[config.mk]
export PLATFORM = sky130hd
export DESIGN_NAME = chain_trace_ctrl
export DESIGN_NICKNAME = d
export VERILOG_FILES = /design/src/rtl/chain_trace_ctrl.sv
export SDC_FILE = /design/constraint.sdc
export NUM_CORES = 1
export LEC_CHECK = 0
export ABC_AREA = 1
export CAP_MARGIN = 20
export CORE_MARGIN = 1
export CORE_UTILIZATION = 46
export CTS_CLUSTER_SIZE = 12
export DETAILED_ROUTE_END_ITERATION = 12
export GPL_TIMING_DRIVEN = 0
export HOLD_SLACK_MARGIN = 0.08
export PLACE_DENSITY = 0.77
export SLEW_MARGIN = 40
export SYNTH_ARGS = -nofsm -noshare
export SYNTH_HDL_FRONTEND = slang
export SYNTH_SLANG_ARGS = --single-unit
[constraint.sdc]
create_clock -name CLK -period 2.1 [get_ports CLK]
set_clock_uncertainty 0.2 [all_clocks]
set_input_delay 0.21 -clock CLK [delete_from_list [all_inputs] [get_ports CLK]]
set_output_delay 0.21 -clock CLK [all_outputs]
set_load 0.02 [all_outputs]
[src/rtl/chain_trace_ctrl.sv]
`default_nettype none
// ============================================================================
// Module      : chain_trace_ctrl
// Description : Chain-code contour tracer. On a start pulse it latches a start
//               pixel, writes it to a 64x64 pixel map, then consumes 4-bit
//               chain codes through a valid/ready handshake. Each move code
//               (0-7) steps the trace position by one pixel and writes the new
//               position. Code 8 ends the contour; codes 9-15, moves that
//               leave the 0..63 grid, and moves beyond MAX_STEPS end in error.
//
// Ports       : CLK            - system clock, rising edge
//               reset          - asynchronous active-high reset
//               start          - single-cycle pulse, begins a trace
//               start_pixel_x/y- contour start coordinate (6 bits each)
//               code_valid     - chain code valid from the serial receiver
//               code           - 4-bit chain code
//               code_ready     - controller can accept a code
//               mem_we         - pixel-map write strobe (data implicitly 1)
//               mem_x/mem_y    - pixel-map write address
//               current_x/y    - present trace position
//               step_count     - number of move codes applied (perimeter)
//               busy/done/error- trace status
//
// Build option: define CLOSURE_CHECK_EN to require that the terminating code
//               8 arrives at the start coordinate after at least one move;
//               otherwise the trace ends in error.
//
// Revision    : 1.0 - initial release
// ============================================================================
module chain_trace_ctrl #(
    parameter int MAX_STEPS = 4096
) (
    input  logic       CLK,
    input  logic       reset,
    input  logic       start,
    input  logic [5:0] start_pixel_x,
    input  logic [5:0] start_pixel_y,
    input  logic       code_valid,
    input  logic [3:0] code,
    output logic       code_ready,
    output logic       mem_we,
    output logic [5:0] mem_x,
    output logic [5:0] mem_y,
    output logic [5:0] current_x,
    output logic [5:0] current_y,
    output logic [15:0] step_count,
    output logic       busy,
    output logic       done,
    output logic       error
);

    localparam logic [15:0] c_MAX_STEPS = 16'(MAX_STEPS);
    localparam logic [3:0]  c_CODE_END  = 4'd8;

    typedef enum logic [2:0] {
        S_IDLE      = 3'd0,
        S_LOAD      = 3'd1,
        S_WAIT_CODE = 3'd2,
        S_MOVE      = 3'd3,
        S_WRITE     = 3'd4,
        S_DONE      = 3'd5,
        S_ERR       = 3'd6
    } state_t;

    state_t            r_state;
    logic [2:0]        r_code;      // accepted move direction, used in MOVE

`ifdef CLOSURE_CHECK_EN
    logic [5:0]        r_start_x;
    logic [5:0]        r_start_y;
    logic              w_closed;
`endif

    logic signed [6:0] w_dx;
    logic signed [6:0] w_dy;
    logic signed [6:0] w_nx;
    logic signed [6:0] w_ny;
    logic              w_out_of_grid;
    logic              w_end_ok;

    // Direction decode: x grows to the right, y grows downward.
    always_comb begin
        w_dx = 7'sd0;
        w_dy = 7'sd0;
        case (r_code)
            3'd0: begin w_dx =  7'sd1; w_dy =  7'sd0; end
            3'd1: begin w_dx =  7'sd1; w_dy = -7'sd1; end
            3'd2: begin w_dx =  7'sd0; w_dy = -7'sd1; end
            3'd3: begin w_dx = -7'sd1; w_dy = -7'sd1; end
            3'd4: begin w_dx = -7'sd1; w_dy =  7'sd0; end
            3'd5: begin w_dx = -7'sd1; w_dy =  7'sd1; end
            3'd6: begin w_dx =  7'sd0; w_dy =  7'sd1; end
            default: begin w_dx = 7'sd1; w_dy = 7'sd1; end
        endcase
    end

    // A position of 0..63 plus or minus one lands in -1..64. In 7-bit signed
    // arithmetic both -1 and 64 have bit 6 set, and no legal result does.
    assign w_nx          = $signed({1'b0, current_x}) + w_dx;
    assign w_ny          = $signed({1'b0, current_y}) + w_dy;
    assign w_out_of_grid = w_nx[6] | w_ny[6];

`ifdef CLOSURE_CHECK_EN
    assign w_closed = (current_x == r_start_x) && (current_y == r_start_y) &&
                      (step_count != 16'd0);
    assign w_end_ok = w_closed;
`else
    assign w_end_ok = 1'b1;
`endif

    always_ff @(posedge CLK or posedge reset) begin
        if (reset) begin
            r_state    <= S_IDLE;
            r_code     <= 3'd0;
            code_ready <= 1'b0;
            mem_we     <= 1'b0;
            mem_x      <= 6'd0;
            mem_y      <= 6'd0;
            current_x  <= 6'd0;
            current_y  <= 6'd0;
            step_count <= 16'd0;
            busy       <= 1'b0;
            done       <= 1'b0;
            error      <= 1'b0;
`ifdef CLOSURE_CHECK_EN
            r_start_x  <= 6'd0;
            r_start_y  <= 6'd0;
`endif
        end else begin
            // Write strobe is a single-cycle pulse unless re-armed below.
            mem_we <= 1'b0;

            case (r_state)
                // DONE and ERR hold their flag until the next start, and
                // then restart exactly as IDLE does.
                S_IDLE, S_DONE, S_ERR: begin
                    if (start) begin
                        current_x  <= start_pixel_x;
                        current_y  <= start_pixel_y;
`ifdef CLOSURE_CHECK_EN
                        r_start_x  <= start_pixel_x;
                        r_start_y  <= start_pixel_y;
`endif
                        step_count <= 16'd0;
                        done       <= 1'b0;
                        error      <= 1'b0;
                        busy       <= 1'b1;
                        mem_we     <= 1'b1;
                        mem_x      <= start_pixel_x;
                        mem_y      <= start_pixel_y;
                        r_state    <= S_LOAD;
                    end
                end

                S_LOAD: begin
                    code_ready <= 1'b1;
                    r_state    <= S_WAIT_CODE;
                end

                S_WAIT_CODE: begin
                    // code_ready is known high in this state, so valid alone
                    // marks a transfer.
                    if (code_valid) begin
                        code_ready <= 1'b0;
                        if (code == c_CODE_END) begin
                            busy <= 1'b0;
                            if (w_end_ok) begin
                                done    <= 1'b1;
                                r_state <= S_DONE;
                            end else begin
                                error   <= 1'b1;
                                r_state <= S_ERR;
                            end
                        end else if (code > c_CODE_END) begin
                            busy    <= 1'b0;
                            error   <= 1'b1;
                            r_state <= S_ERR;
                        end else if (step_count == c_MAX_STEPS) begin
                            busy    <= 1'b0;
                            error   <= 1'b1;
                            r_state <= S_ERR;
                        end else begin
                            r_code  <= code[2:0];
                            r_state <= S_MOVE;
                        end
                    end
                end

                S_MOVE: begin
                    if (w_out_of_grid) begin
                        // Position stays where it was and nothing is written.
                        busy    <= 1'b0;
                        error   <= 1'b1;
                        r_state <= S_ERR;
                    end else begin
                        current_x  <= w_nx[5:0];
                        current_y  <= w_ny[5:0];
                        step_count <= step_count + 16'd1;
                        mem_we     <= 1'b1;
                        mem_x      <= w_nx[5:0];
                        mem_y      <= w_ny[5:0];
                        r_state    <= S_WRITE;
                    end
                end

                S_WRITE: begin
                    code_ready <= 1'b1;
                    r_state    <= S_WAIT_CODE;
                end

                default: begin
                    code_ready <= 1'b0;
                    busy       <= 1'b0;
                    r_state    <= S_IDLE;
                end
            endcase
        end
    end

endmodule
`default_nettype wire
==> Implementation_results.wiki <==
{| class="wikitable"
! Metric !! Value
|-
| Period minus WS final || roughly 2600 ps
|-
| Die footprint || roughly 6600 µm²
|-
| Worst setup path start || r_code[1]
|-
| Number of nets in the final layout || 545
|-
| Type of the worst setup path || register to register
|-
| Outcome || finished with violations
|-
| Fmax || approximately 390 MHz
|-
| Cell Count Post-Placement || 562
|-
| Count of input and output buffers || between 60 and 70
|-
| Leakage power summed over all cells || 2.000 nW
|-
| Detailed Routing Iterations Pass 1 || 5
|-
| Number of buffers on the longest clock path || 2
|-
| Number of standard cells after synthesis || 423
|-
| Leading area contributor after synthesis || dfrtp_1
|-
| Count of H-tree levels built during CTS || 2
|-
| Measured slew at the worst slew-check pin || 574.4 ps
|-
| Global route total overflow || 0
|-
| Kind of path behind the tightest hold check || primary input to async pin
|-
| Mean instance size in the synthesized netlist || 6.874 µm²
|-
| Worst setup slack for register-to-register paths || -450 ps
|-
| Count of different cell masters after synthesis || 29
|-
| Hold bufs inserted after CTS || 0
|-
| WL per Instance || 13.41 µm
|-
| Worst IR Drop VDD || 954.5 µV
|-
| Portion of the post-synthesis area used by sequential elements || 33.56%
|-
| Combined global-route utilization of all metal layers || approximately 25%
|-
| CTS Buf Count || 5
|-
| Area of the mapped netlist || 2908 µm²
|-
| Layout cell share with drive strength beyond 1 || 15.49%
|-
| Setup TNS || -12950 ps
|-
| Detailed Route Iter0 Violations || a little over 200
|-
| Final RePlAce weighted congestion || 0.8870
|-
| Clock latency on the worst-skew pair || 300 ps
|-
| Worst Path Arrival || 2540 ps
|-
| Ports || 65
|-
| Vias per inst || a little over 5
|-
| Starting density of the core || 48.26%
|-
| Diode count || 0
|-
| Clock net sink count || 39
|-
| Total area of multi-input combinational cells || approximately 1700 µm²
|-
| Crit Reg-Reg Startpoint || r_code[1]
|-
| Hpwl dp || approximately 5.4 mm
|-
| Max transition margin || 61.71%
|-
| DR vias || roughly 3000
|-
| Initial antenna violation count || 0
|-
| Number of rows created at floorplan || 28
|-
| Number of global-route vias before repair || between 2000 and 3000
|-
| Termination of the worst setup path || step_count[1]
|-
| Die outline width || 81.51 µm
|-
| Power density cells || about 1600 nW/µm²
|-
| Root Driver || clkbuf_8
|-
| Clock slew at reported path FFs || 90 ps
|-
| Total count of max-transition violations in the final report || 0
|-
| Hold Fails Final Rpt || 0
|-
| Number of cells on the worst reg-to-reg path || 17
|-
| Max-cap violations || 0
|-
| Violations in the final reports || negative setup slack
|-
| Final Cell Area || 4013 µm²
|-
| Portion of synthesized cell area occupied by the leading cell type || 33.56%
|-
| Maximum fanout count along the critical path || 6
|-
| Remaining antenna violation count after routing || 0
|-
| Fraction of the cycle the final worst path needs || 121.5%
|-
| Cell area reported after detailed placement || around 3600 µm²
|-
| Sequential cell area in the final layout || 975.9 µm²
|-
| Setup repair after global routing missed its margin || yes
|-
| Residual DRC || 0
|-
| Synth Net Count || 459
|-
| Launching element type of the critical path || register
|-
| Worst EP required || 2090 ps
|-
| Fillers || around 530
|-
| PnR worst setup slack || -451.0 ps
|-
| Die Y || 81.51 µm
|-
| Tightest hold margin || approximately 95 ps
|-
| Kind of capture point of the worst setup path || register
|-
| Post-synthesis register bit count || 39
|-
| Top cells by area, synth || dfrtp_1 (34%), nand2_1 (22%), ha_1 (6.0%)
|-
| Post-route insts no fill || 585
|-
| Routed wire length || 7.845 mm
|-
| Area of the core || 6026 µm²
|-
| Largest net degree at the start of global routing || 40
|-
| Layout Area Growth over Synthesis || 37.99%
|-
| Worst flop-to-flop path endpoint || step_count[1]
|-
| Yosys warning total || 0
|-
| Clock tree from TritonCTS || done
|-
| First-pass GRT wire length || 12.48 mm
|-
| Final setup violating endpoints || 32
|}
-- timing repair --
action | 4_1_cts | 5_1_grt
pin swaps | 6 | 12
resized for setup | 19 | 16
gates cloned | 0 | 2
buffers inserted | 10 | 3
endpoints found under the setup margin | 32 | 32
endpoints found under the hold margin | 0 | 0
-- how the worst min path moves through the flow --
stage                      to  slack (ps)  depth (start not counted)
2_1_floorplan       r_code[0]         130                          2
3_3_place_gp             busy         270                          2
3_5_place_dp             busy         260                          2
4_1_cts        step_count[10]         110                          2
5_1_grt          current_y[1]         160                          2
6_report         current_y[1]         100                          2
-- per-stage QoR --
step	total power, mW	setup slack (ps)	utilization [%]
after floorplan	3.953	-164.8	-
after global placement	4.998	-422.3	60.44
after detailed placement	5.089	-479.7	60.49
after CTS	6.046	-396.2	64.53
after global routing	7.009	-565.7	66.59
final	6.471	-451.0	66.59
-- placed cells by master (no fill, tap or decap), types with 2 or more instances in the layout --
| master | n |
|---|---|
| nand2_4 | 5 |
| buf_8 | 2 |
| inv_2 | 4 |
| clkinvlp_4 | 2 |
| xor2_1 | 12 |
| xnor2_1 | 3 |
| nand2_2 | 10 |
| ha_1 | 10 |
| buf_4 | 24 |
| clkdlybuf4s50_1 | 64 |
| nor3_1 | 4 |
| nor2_1 | 39 |
| ha_4 | 4 |
| clkbuf_1 | 3 |
| nand2_1 | 160 |
| a31o_2 | 2 |
| buf_6 | 4 |
| inv_1 | 37 |
| nand3_2 | 2 |
| clkbuf_8 | 5 |
| fa_1 | 2 |
| nand4_1 | 8 |
| or2_2 | 4 |
| o21ai_1 | 6 |
| nand3_1 | 27 |
| clkbuf_16 | 2 |
| o21ai_0 | 11 |
| dfrtp_1 | 39 |
| a21oi_1 | 3 |
-- power by group --
part / switching (mW) / leakage [nW] / internal, mW
clock network: 0.285 / 0.0412 / 0.233
logic: 2.58 / 1.45 / 2.16
registers: 0.236 / 0.509 / 0.977
-- cell families after synthesis --
group	after synthesis	synth area share, %
AOI/OAI and AO/OA	25	4.776
xor gates and xnor gates	15	4.518
adders and majority gates	16	7.401
buffers and inverters	64	11.23
DFF	39	33.56
muxes	1	0.3442
and+or+nand+nor	263	38.17
-- sequential cells by signal, summed over array words and instances, names as in the netlist --
name	cells
step_count	16
current_x	6
current_y	6
r_code	3
r_state	3
busy	1
code_ready	1
done	1
error	1
mem_we	1
-- synthesized netlist by cell type (all sizes together) --
cell	instances
a21oi	4
o21bai	1
nor2	41
nand4	8
nor3	4
nand2	176
clkbuf	2
xor2	12
inv	44
a31o	2
or2	4
fa	2
ha	14
dfrtp	39
xnor2	3
o21ai	17
buf	18
o2bb2ai	1
mux2i	1
nand3	30
-- layout make-up --
| type | count | area share [%] |
|---|---|---|
| multi-input cells | 320 | 42.87 |
| repair buffers | 79 | 19.74 |
| well taps | 75 | 2.339 |
| clock buffers | 6 | 1.809 |
| flip-flops and latches | 39 | 24.32 |
| inverters | 44 | 4.459 |
| clock inverters | 2 | 0.3118 |
| plain buffers | 20 | 4.147 |
-- critical path, cell delays in order (launching register included) --
cell and delay, ps:
dfrtp_1 420, inv_2 110, nand2_4 60, nand2_4 70, clkinvlp_4 220, ha_4 370, nand2_2 60, nor2_2 90
nand2_1 80, nand3_2 70, nand2_2 60, nand2_4 80, nand3_4 110, nand2_8 130, inv_8 50, clkbuf_16 150
nand2_1 50, nand2_1 50
-- routing by layer --
| layer | vias to the layer above | GRT usage (%) | share of wire (%) |
|---|---|---|---|
| met5 | - | 0 | 0 |
| met4 | 0 | 6.964 | 1.6 |
| met3 | 13 | 4.333 | 5.7 |
| met2 | 115 | 42.08 | 47 |
| met1 | 1382 | 32.09 | 45 |
| li1 | 1482 | - | - |
Note: power is estimated with default switching activity, not from simulation.
